`src/rtl/mfp_multi_digit_seven_segment_scanner.sv`:
```
// N-digit seven-segment controller: staged static outputs plus a PWM-dimmed,
// time-multiplexed common-segment bus with digit anodes.
module mfp_multi_digit_seven_segment_scanner #(
  parameter int unsigned N_DIGITS         = 8,
  parameter int unsigned CYCLES_PER_DIGIT = 50000,
  parameter bit          ACTIVE_LOW       = 1'b1
) (
  input  logic                    clk,
  input  logic                    rst_n,
  input  logic [4*N_DIGITS-1:0]   digits,
  input  logic [N_DIGITS-1:0]     dp,
  input  logic [N_DIGITS-1:0]     digit_en,
  input  logic                    lz_blank,
  input  logic [3:0]              brightness,
  input  logic                    load,
  output logic [7*N_DIGITS-1:0]   seg_static,
  output logic [N_DIGITS-1:0]     dp_static,
  output logic [6:0]              seg_mux,
  output logic                    dp_mux,
  output logic [N_DIGITS-1:0]     anode,
  output logic                    frame_start
);

  localparam int unsigned CNT_W = $clog2(CYCLES_PER_DIGIT);
  localparam int unsigned LEN_W = CNT_W + 1;
  localparam int unsigned IDX_W = (N_DIGITS > 1) ? $clog2(N_DIGITS) : 1;
  localparam int unsigned STEP  = CYCLES_PER_DIGIT / 16;
  localparam int unsigned DW    = 4 * N_DIGITS;

  localparam logic [CNT_W-1:0] LAST_SLOT = CNT_W'(CYCLES_PER_DIGIT - 1);
  localparam logic [IDX_W-1:0] LAST_IDX  = IDX_W'(N_DIGITS - 1);

  logic [DW-1:0]       stg_digits, dis_digits;
  logic [N_DIGITS-1:0] stg_dp, stg_en, dis_dp, dis_en;
  logic                stg_lz, dis_lz, pending;
  logic [CNT_W-1:0]    slot_cnt;
  logic [IDX_W-1:0]    idx;
  logic [LEN_W-1:0]    on_len;

  logic                slot_end_c, frame_end_c, window_c;
  logic [6:0]          glyph_c [N_DIGITS];
  logic [N_DIGITS-1:0] dp_c;

  function automatic logic [6:0] hex_glyph(input logic [3:0] nib);
    case (nib)
      4'h0: hex_glyph = 7'h3F;
      4'h1: hex_glyph = 7'h06;
      4'h2: hex_glyph = 7'h5B;
      4'h3: hex_glyph = 7'h4F;
      4'h4: hex_glyph = 7'h66;
      4'h5: hex_glyph = 7'h6D;
      4'h6: hex_glyph = 7'h7D;
      4'h7: hex_glyph = 7'h07;
      4'h8: hex_glyph = 7'h7F;
      4'h9: hex_glyph = 7'h6F;
      4'hA: hex_glyph = 7'h77;
      4'hB: hex_glyph = 7'h7C;
      4'hC: hex_glyph = 7'h39;
      4'hD: hex_glyph = 7'h5E;
      4'hE: hex_glyph = 7'h79;
      default: hex_glyph = 7'h71;
    endcase
  endfunction

  assign slot_end_c  = (slot_cnt == LAST_SLOT);
  assign frame_end_c = slot_end_c && (idx == LAST_IDX);
  assign window_c    = (slot_cnt != '0) && (LEN_W'(slot_cnt) < on_len);

  // Active-high glyphs with enable and leading-zero blanking applied, scanned from the MSD down
  always_comb begin
    logic seen;
    seen    = 1'b0;
    glyph_c = '{default: 7'd0};
    dp_c    = '0;
    for (int i = int'(N_DIGITS) - 1; i >= 0; i--) begin
      seen = seen | (dis_en[i] & ((dis_digits[4*i +: 4] != 4'd0) | dis_dp[i]));
      if (dis_en[i] && !(dis_lz && (i != 0) && !seen)) begin
        glyph_c[i] = hex_glyph(dis_digits[4*i +: 4]);
        dp_c[i]    = dis_dp[i];
      end
    end
  end

  // Scan counters, brightness sampling and stage/display handoff
  always_ff @(posedge clk or negedge rst_n) begin
    if (!rst_n) begin
      slot_cnt   <= '0;
      idx        <= '0;
      on_len     <= '0;
      stg_digits <= '0;
      stg_dp     <= '0;
      stg_en     <= '0;
      stg_lz     <= 1'b0;
      dis_digits <= '0;
      dis_dp     <= '0;
      dis_en     <= '0;
      dis_lz     <= 1'b0;
      pending    <= 1'b0;
    end else begin
      slot_cnt <= slot_end_c ? '0 : slot_cnt + CNT_W'(1);
      if (slot_end_c) idx <= (idx == LAST_IDX) ? '0 : idx + IDX_W'(1);
      if (slot_cnt == '0) on_len <= LEN_W'((32'(brightness) + 32'd1) * STEP);
      if (frame_end_c && pending) begin
        dis_digits <= stg_digits;
        dis_dp     <= stg_dp;
        dis_en     <= stg_en;
        dis_lz     <= stg_lz;
      end
      // A load in the boundary cycle wins over the clear and waits for the next frame
      if (load) begin
        stg_digits <= digits;
        stg_dp     <= dp;
        stg_en     <= digit_en;
        stg_lz     <= lz_blank;
        pending    <= 1'b1;
      end else if (frame_end_c) begin
        pending    <= 1'b0;
      end
    end
  end

  // Registered pin drivers with polarity applied
  always_ff @(posedge clk or negedge rst_n) begin
    if (!rst_n) begin
      seg_static  <= {(7*N_DIGITS){ACTIVE_LOW}};
      dp_static   <= {N_DIGITS{ACTIVE_LOW}};
      seg_mux     <= {7{ACTIVE_LOW}};
      dp_mux      <= ACTIVE_LOW;
      anode       <= {N_DIGITS{ACTIVE_LOW}};
      frame_start <= 1'b0;
    end else begin
      for (int i = 0; i < int'(N_DIGITS); i++) begin
        seg_static[7*i +: 7] <= glyph_c[i] ^ {7{ACTIVE_LOW}};
      end
      dp_static   <= dp_c ^ {N_DIGITS{ACTIVE_LOW}};
      anode       <= (window_c ? (N_DIGITS'(1) << idx) : N_DIGITS'(0)) ^ {N_DIGITS{ACTIVE_LOW}};
      seg_mux     <= (window_c ? glyph_c[idx] : 7'd0) ^ {7{ACTIVE_LOW}};
      dp_mux      <= (window_c & dp_c[idx]) ^ ACTIVE_LOW;
      frame_start <= (slot_cnt == '0) && (idx == '0);
    end
  end

endmodule

```
`config.mk`:
```
export PLATFORM = sky130hd
export DESIGN_NAME = mfp_multi_digit_seven_segment_scanner
export DESIGN_NICKNAME = d
export VERILOG_FILES = /design/src/rtl/mfp_multi_digit_seven_segment_scanner.sv
export SDC_FILE = /design/constraint.sdc
export NUM_CORES = 1
export LEC_CHECK = 0
export BUFFER_PORTS_ARGS = -buffer_cell sky130_fd_sc_hd__buf_2
export CAP_MARGIN = 20
export CORE_MARGIN = 1
export CORE_UTILIZATION = 55
export DETAILED_ROUTE_END_ITERATION = 10
export PLACE_DENSITY = 0.75
export SLEW_MARGIN = 15
export SYNTH_ARGS = -nofsm -noshare
export SYNTH_HDL_FRONTEND = slang
export SYNTH_SLANG_ARGS = --single-unit
export TNS_END_PERCENT = 5
```
`constraint.sdc`:
```
create_clock -name clk -period 2.95 [get_ports clk]
set_input_delay 0.1475 -clock clk [delete_from_list [all_inputs] [get_ports clk]]
set_output_delay 0.1475 -clock clk [all_outputs]
set_load 0.005 [all_outputs]
```
# Yosys cells after proc, flatten, opt, wreduce, memory -nomap -nowiden
# Memories as Yosys holds them, arrays and structs flattened.
# Cells that the tools add are included.
[word_totals]
n_memories = 8
in_bits = 56
reg_bits = 216
out_inout_bits = 81
romBits = 896
elab_cells = 140
[memory_table]
columns = ["memory", "words", "word_bits", "read_ports", "rd_ports_with_merged_regs", "write_ports", "line_no", "text"]
rows = [
  ["(name not given)", 16, 7, 1, 0, 0, "45", "case (nib)"],
  ["(name not given)", 16, 7, 1, 0, 0, "45", ""],
  ["(name not given)", 16, 7, 1, 0, 0, "45", ""],
  ["(name not given)", 16, 7, 1, 0, 0, "45", ""],
  ["(name not given)", 16, 7, 1, 0, 0, "45", ""],
  ["(name not given)", 16, 7, 1, 0, 0, "45", ""],
  ["2 more memories", "-", "-", "-", "-", "-", "-", ""],
]
[op_classes]
n_shift = 1
multipliers = 1
n_bitwise = 34
eq_ne = 2
reduce_logical = 43
magnitude_cmp = 3
n_addsub = 3
mux = 27
[ops]
columns = ["operator", "n"]
rows = [
  ["2-to-1 mux 7 bit", 11],
  ["inverter 7 bit", 9],
  ["nonzero test 4 bit", 7],
  ["binary-select mux 7 bit (select 3 bit)", 1],
  ["logical AND 1 bit", 18],
  ["< comparator 16 x 17 -> 1 bit", 1],
  ["multiplier 5 x 12 -> 17 bit (second input constant)", 1],
  ["adder 16 x 1 -> 16 bit (second input constant)", 1],
  ["== test 16 bit (second input constant)", 1],
  ["logical NOT 16 bit", 1],
  ["2-to-1 mux 16 bit", 1],
  ["inverter 8 bit", 2],
  ["nonzero test 16 bit", 1],
  ["logical NOT 1 bit", 14],
  ["bitwise OR 1 bit", 13],
  ["2-to-1 mux 1 bit", 11],
  ["AND 1 bit", 8],
  ["2-to-1 mux 8 bit", 1],
  ["<< shifter 1 x 3 -> 8 bit (first input constant)", 1],
  ["adder 4 x 1 -> 5 bit (second input constant)", 1],
  [">= comparator 4 bit (second input constant)", 1],
  ["< comparator 3 x 4 -> 1 bit (second input constant)", 1],
  ["inverter 3 -> 4 bit", 1],
  ["adder 3 x 1 -> 3 bit (second input constant)", 1],
  ["other kinds (6)", 6],
]

# Longest topological paths before layout
# Gate-level depths: netlist of the first run.
[depth]
depth_word = 19
ltp_mapped = 14
ltp_nobuf = 14

# Worst setup path before layout of the first run
# Ideal clock, no wire load.
[synth_timing]
path_kind = "input -> register"
startpoint = "input brightness[0]"
endpoint = "register on_len[16]"
path_buffers = 0
setup_slack_ns = -0.249
required_ns = 2.840
setup_ns = 0.110
t_arrival_ns = 3.089
path_stages = 14
cell_sequence = "ha_1 and3_1 ha_1 xor2_1 ha_1 a21o_1 ha_1 ha_1 a21oi_1 nand2_1 a221o_1 a31oi_1 mux2i_1 o41ai_1"
[synth_via]
elab_chain_cells = 2
[synth_lines]
columns = ["element", "line_no", "text"]
rows = [
  ["from (decl)", "14", "input logic [3:0] brightness,"],
  ["adder 4 x 1 -> 5 bit", "102", "if (slot_cnt == '0) on_len <= LEN_W'((32'(brightness) + 32'd1) * STEP);"],
  ["multiplier 5 x 12 -> 17 bit", "102", ""],
  ["to (signal assigned)", "102", ""],
  ["to (decl)", "38", "logic [LEN_W-1:0] on_len;"],
]
# Every way passes these cells.
# A chain may end at the register's enable or synchronous reset.

# Worst setup path after layout of the first run
[layout_timing]
startpoint = "register dis_digits[25]"
endpoint = "register seg_mux[2]"
[layout_via]
elab_chain_cells = 19
elab_cells_between_ends = 45
cone_classes = "10 x mux; 9 x bitwise; 25 x reduce/logical; 1 x memory"
[layout_lines]
columns = ["element", "line_no", "text"]
rows = [
  ["from (decl)", "33", "logic [DW-1:0] stg_digits, dis_digits;"],
  ["from (signal assigned)", "104", "dis_digits <= stg_digits;"],
  ["nonzero test 4 bit", "76", "seen = seen | (dis_en[i] & ((dis_digits[4*i +: 4] != 4'd0) | dis_dp[i]));"],
  ["bitwise OR 1 bit", "76", ""],
  ["AND 1 bit", "76", ""],
  ["bitwise OR 1 bit (6 in series)", "76", ""],
  ["logical NOT 1 bit", "77", "if (dis_en[i] && !(dis_lz && (i != 0) && !seen)) begin"],
  ["logical AND 1 bit", "77", ""],
  ["logical NOT 1 bit", "77", ""],
  ["logical AND 1 bit", "77", ""],
  ["2-to-1 mux 7 bit", "77", ""],
  ["binary-select mux 7 bit (select 3 bit) (*)", "137", "seg_mux <= (window_c ? glyph_c[idx] : 7'd0) ^ {7{ACTIVE_LOW}};"],
  ["2-to-1 mux 7 bit (implied by the code) (*) (2 in series)", "137", ""],
  ["2-to-1 mux 7 bit (*)", "137", ""],
  ["inverter 7 bit (no line) (*)", "-", ""],
  ["to (signal assigned)", "127", "seg_mux <= {7{ACTIVE_LOW}};"],
  ["to (signal assigned)", "137", ""],
  ["to (decl)", "18", "output logic [6:0] seg_mux,"],
]
# Mark *: on every way between the ends. The rest lies on a longest branch, timed or not. The select of a mux whose other input is x is not followed.

==> metrics.cfg, run 1 <==
[setup_path]
crit_fanout = 5
critPathArrivalTime_ps = 3260
endpoint_kind = flop
crit_required_ps = 3370
startpoint_type = flop
timing_worst_setup_path_type = reg -> reg

[placed_design]
port-buffer-count = 136
dp.cells = 1463
place.gp.congestion = 0.952
hpwl_mm = 19.6
preCtsSetupSlack_ps = -284

[die]
fp.dieArea_mm2 = 0.0214
num_io_pins = 137
num_rows = 52
start_util_pct = 56.3
core-area_mm2 = 0.0204
die_w_um = 146
die_y_um = 146

[logic_synthesis]
ys_types = 67
yosys_warnings = 0
synthesis.area_mm2 = 0.0115
synth_edf_count = 0
ys_seq_elements = 216
ys.flop_type = dfrtp_1
postSynthCellCount = 1055
ys_seq_area_share_pct = 48.0
syn-mean-instance-area_um2 = 10.9
async_flop_share_pct = 100
synth_fp_nets = 1206

[cells_and_area]
synthToLayoutAreaGrowth_pct = 22.7
fin_nets = 1419
diodes = 0
fin_cells = 1554
final_cell_mix = dfrtp_1 (135), buf_2 (135), nand2_1 (114)
drive_gt1_share_pct = 33.1
num-fill-cells = 1482

[global_routing]
grt_max_degree = 88
grt_pass1_wl_mm = 43.8
first_global_vias = 8493
antenna_found_initial = 0
grt_usage_pct = 25.7
grt.overflow.total = 0

[cts]
htree_levels = 1
cts_root_buf = clkbuf_16
cts.path.max_buffers = 3
cts_tree = built
path_clk_slew_ps = 60
clkSinkCount = 216
cts-buffers-inserted = 23
clk_latency_ps = 500

[sta]
post-route-min-period_ps = 2840
fin_skew_ps = 9.15
timing.final.ws_setup_ps = 110
rsz0062_at_grt = no
tightestPinTransition_ps = 792
slew_viol_final = 0
setup-violations-final = 0
clock.fmax_mhz = 352
finalSetupTns_ps = 0
max_slew_margin_pct = 46.5
final-hold-violation-count = 0
fin_crit_sh_pct = 96.3

[drt]
wire_per_inst_um = 17.4
via_per_inst = 5.60
ant_nets = 0
drt_first_pass_iters = 5
drtIter0Drc = 454
drt-total-wl_mm = 27.0
drc_errors = 0
via_count = 8709

[power]
power_leakage_nw = 6.23
pwr_density_cell_mw_per_mm2 = 479
vdd_ir_drop_max_v = 0.000405

[run_status]
status = complete, no violations

[min_path]
hp-class = in -> reg

[run]
maxCapViolations = 0

## critical path, stage by stage (launching register included)
cell	delay [ps]
dfrtp_2	440
inv_2	90
ha_1	180
or4b_4	500
a22o_4	310
o41a_1	410
and2_4	160
mux4_2	470
a22oi_1	200
## final timing paths
check                                                 from                         to  slack (ps)  cells after the start
worst max-delay path            dis_digits[25]$_DFFE_PN0P_       seg_mux[2]$_DFF_PN1_         110                      8
worst min-delay path                         brightness[0]      on_len[0]$_DFFE_PN0P_          40                      3
worst max register to register  dis_digits[25]$_DFFE_PN0P_       seg_mux[2]$_DFF_PN1_         110                      8
worst min register to register       dis_en[1]$_DFFE_PN0P_     dp_static[1]$_DFF_PN1_         460                      1
max in group asynchronous                            rst_n         anode[4]$_DFF_PN1_        1810                      3
min in group asynchronous                            rst_n  stg_digits[8]$_DFFE_PN0P_         260                      2
## stage by stage
stage	cell area, um2	hold slack, ps	total power, W	utilization (%)
after floorplan	11600	-148	0.00367	-
after global placement	12800	242	0.00392	62.9
after detailed placement	12800	248	0.00395	62.9
after CTS	14000	27.3	0.00679	68.9
after global routing	14100	80.7	0.00704	69.1
final	14100	35.4	0.00674	69.1
## sequential cells by signal, indices dropped and copies added (netlist names), 16 cells and up
register    flops
dis_digits     32
slot_cnt       16
stg_digits     32
on_len         17
seg_static     56
## report_power, final
part / total (W) / internal (W) / switching, W
sequential: 0.00317 / 0.00310 / 0.0000686
combinational: 0.000783 / 0.000399 / 0.000384
clock: 0.00278 / 0.00163 / 0.00115
total: 0.00674 / 0.00513 / 0.00161
## cell families (layout without fill, tap and decap cells)
family	count (synthesis)	in the layout	share of synthesized area [%]
simple gates	303	303	13.1
flops	216	216	48.0
compound gates	170	170	9.96
buf+inv	124	353	4.08
mux	119	119	12.3
fa+ha+maj	95	95	10.4
xor+xnor	28	28	2.14
## what timing repair did
| action | CTS | global route |
|---|---|---|
| hold buffers | 50 | 0 |
| hold endpoints to repair | 107 | 0 |
| setup endpoints to repair | 0 | 2 |
| buffers inserted | 0 | 0 |
| resized for setup | 0 | 10 |
## synthesized netlist by cell type (9+ instances only)
cell      count  area [um2]
ha_1         94        1180
o21ai_0      39         195
nand2_1     114         428
dfrtp_1     136        3400
buf_1        11        41.3
clkbuf_1     33         124
nand4_1      15        93.8
a21o_1       10        75.1
nor2_1       57         214
nand3_1      28         140
mux2_2       95        1070
a21oi_1      37         185
o211ai_1      9        67.6
a31oi_1      10        62.6
a22oi_1      11        82.6
nor3_1       11        55.1
and3_1        9        56.3
mux2_1       11         124
nor2b_1      20         125
xnor2_1      18         158
dfstp_2      80        2100
xor2_1       10        87.6
inv_1        76         285
## cell type report
class	count	area (um2)	area share, %
Clock inverter	4	30.0	0.213
Sequential cell	216	5510	39.1
Inverter	78	293	2.08
Multi-Input combinational cell	715	5630	40.0
Timing Repair Buffer	234	1580	11.2
Clock buffer	37	701	4.98
Tap cell	270	338	2.40
## per-layer routing
layer	vias up	wire length [um]	global-route usage (%)
met5	-	0	0
met4	0	720	7.08
met3	56	1470	3.09
met2	297	13000	43.9
met1	4219	11800	34.8
li1	4137	-	-
(Power assumes the default switching activity.)
==> run 2, diff against run 1 <==
- REMOVE_ABC_BUFFERS: unset -> 1
==> run 2 against run 1 <==
Net effect: critical path depth is the same; register-to-register slack is essentially flat; die area is the same; sequential share of layout area shrank 0.36 points; critical endpoint unchanged.
==> metrics.cfg, run 2 (synthesized netlist as in run 1, its figures left out) <==
[setup_path]
endpoint_kind = flop  ; unchanged
crit_fanout = 5  ; unchanged
worst-path-buf-inv = 1  ; unchanged
crit_required_ps = 3380  ; was 3370 ps
cpPeakStageDelay_ps = 500  ; about the same
critPathArrivalTime_ps = 3260  ; about the same
cpLargestDelayFamily = compound AO/OA/AOI/OAI gates  ; unchanged
path_cells = inv_2 > ha_2 > or4b_4 > a22o_1 > o41a_1 > and2_4 > mux4_2 > a22oi_2  ; was inv_2 > ha_1 > or4b_4 > a22o_4 > o41a_1 > and2_4 > mux4_2 > a22oi_1
startpoint_type = flop  ; unchanged
timing_worst_setup_path_type = reg -> reg  ; unchanged
critical-path-slowest-cell = or4b_4  ; unchanged

[drt]
drt-total-wl_mm = 26.9  ; was 27.0 mm
highest_layer = met4  ; unchanged
met3WireLength_mm = 1.82  ; was 1.47 mm
drtIter0Drc = 603  ; was 454
drt_first_pass_iters = 5  ; unchanged
via_per_inst = 5.58  ; was 5.60
via_count = 8789  ; was 8,709
wl_met1_mm = 11.8  ; about the same
ant_nets = 0  ; unchanged
wl_met2_mm = 12.7  ; was 13.0 mm
wire_per_inst_um = 17.0  ; was 17.4 um
drc_errors = 0  ; unchanged

[cells_and_area]
synthToLayoutAreaGrowth_pct = 23.9  ; was 22.7%
final_cell_mix = buf_2 (135), dfrtp_1 (134), nand2_1 (114)  ; was dfrtp_1 (135), buf_2 (135), nand2_1 (114)
fin_nets = 1439  ; was 1,419
design_area_mm2 = 0.0142  ; was 0.0141 mm2
postLayoutCoreUtil_pct = 69.8  ; was 69.1%
layout_commonest_cell = buf_2
drive_gt1_share_pct = 34.2  ; was 33.1%
largest_reg_flops = 56  ; unchanged
reg_top3 = seg_static x56, dis_digits x32, stg_digits x32  ; unchanged
largest_register = seg_static  ; unchanged
diodes = 0  ; unchanged

[die]
die_y_um = 146  ; unchanged
core-area_mm2 = 0.0204  ; unchanged
num_rows = 52  ; unchanged
num_io_pins = 137  ; unchanged
die_w_um = 146  ; unchanged
fp.dieArea_mm2 = 0.0214  ; unchanged
start_util_pct = 56.3  ; unchanged

[sta]
max_slew_margin_pct = 49.6  ; was 46.5%
slew_viol_final = 0  ; unchanged
final-hold-violation-count = 0  ; unchanged
fin_crit_sh_pct = 95.8  ; was 96.3%
clock.fmax_mhz = 354  ; was 352 MHz
rsz0062_at_grt = no  ; unchanged
fin_skew_ps = 17.6  ; was 9.15 ps
finalSetupTns_ps = 0  ; unchanged
tightestPinTransition_ps = 746  ; was 792 ps
post-route-min-period_ps = 2830  ; was 2840 ps
setup-violations-final = 0  ; unchanged

[global_routing]
grt.overflow.total = 0  ; unchanged
grt_pass1_wl_mm = 43.1  ; was 43.8 mm
antenna_found_initial = 0  ; unchanged
grt_max_degree = 84  ; was 88
grt_usage_pct = 25.4  ; was 25.7%
first_global_vias = 8322  ; was 8,493

[cts]
cts_root_buf = clkbuf_16  ; unchanged
cts-buffers-inserted = 23  ; unchanged
path_clk_slew_ps = 60  ; about the same
cts_tree = built  ; unchanged
clkSinkCount = 216  ; unchanged
clk_latency_ps = 510  ; was 500 ps
cts.path.max_buffers = 3  ; unchanged
htree_levels = 1  ; unchanged

[placed_design]
dpl_cell_area_mm2 = 0.0129  ; was 0.0128 mm2
port-buffer-count = 136  ; unchanged
hpwl_mm = 19.4  ; was 19.6 mm
place.gp.congestion = 0.910  ; was 0.952

[min_path]
hp-class = in -> reg  ; unchanged

[run]
maxCapViolations = 0  ; unchanged

[power]
pwr_density_cell_mw_per_mm2 = 480  ; was 479 mW/mm2
vdd_ir_drop_max_v = 0.000319  ; was 0.000405 V
power_leakage_nw = 6.36  ; was 6.23 nW

[run_status]
status = complete, no violations  ; unchanged

run 2: layer usage:
layer | track usage, % | vias up
li1 | - | 4179
met1 | 36.4 | 4249
met2 | 41.3 | 325
met3 | 3.19 | 36
met4 | 6.15 | 0
met5 | 0 | -
run 2: final timing paths:
| path | from | slack [ps] | end | depth (start not counted) |
|---|---|---|---|---|
| hold / removal | brightness[0] | 50 | on_len[0]$_DFFE_PN0P_ | 3 |
| min in group asynchronous | rst_n | 220 | stg_digits[24]$_DFFE_PN0P_ | 2 |
| hold reg to reg | dis_en[1]$_DFFE_PN0P_ | 460 | dp_static[1]$_DFF_PN1_ | 1 |
| setup / recovery | dis_digits[17]$_DFFE_PN0P_ | 120 | seg_mux[2]$_DFF_PN1_ | 8 |
| max in group asynchronous | rst_n | 1950 | on_len[16]$_DFFE_PN0P_ | 3 |
| setup reg to reg | dis_digits[17]$_DFFE_PN0P_ | 120 | seg_mux[2]$_DFF_PN1_ | 8 |
run 2: tightest hold or removal path, stage by stage:
cell,delay [ps]
buf_2,90
buf_4,150
o21ai_0,110
run 2: report_power, final:
group | leakage [nW] | internal (W) | switching [W] | total [W]
clock network | 0.364 | 0.00172 | 0.00116 | 0.00288
registers | 2.57 | 0.00310 | 0.0000712 | 0.00317
logic | 3.43 | 0.000389 | 0.000381 | 0.000770
run 2: metrics by stage:
| stage | power [W] | hold slack, ps | setup slack, ps | cells |
|---|---|---|---|---|
| 2_1_floorplan | 0.00361 | -148 | -328 | 1009 |
| 3_3_place_gp | 0.00389 | 213 | -447 | 1481 |
| 3_5_place_dp | 0.00393 | 214 | -525 | 1481 |
| 4_1_cts | 0.00686 | 45.8 | 29.3 | 1573 |
| 5_1_grt | 0.00711 | 57.4 | 7.67 | 1575 |
| 6_report | 0.00682 | 47.4 | 124 | 1575 |
run 2: layout make-up:
| class | instances | area [um2] |
|---|---|---|
| Tap cell | 270 | 338 |
| Sequential cell | 216 | 5510 |
| Timing Repair Buffer | 254 | 1750 |
| Clock buffer | 33 | 653 |
| Fill cell | 1500 | 6160 |
| Clock inverter | 9 | 106 |
| Inverter | 78 | 293 |
| Multi-Input combinational cell | 715 | 5560 |
run 2: repair_timing:
action                                  4_1_cts  5_1_grt
endpoints found under the setup margin        0        4
endpoints found under the hold margin        79        0
buffers inserted                              0        2
hold buffers                                 50        0
gates resized for setup                       0       17
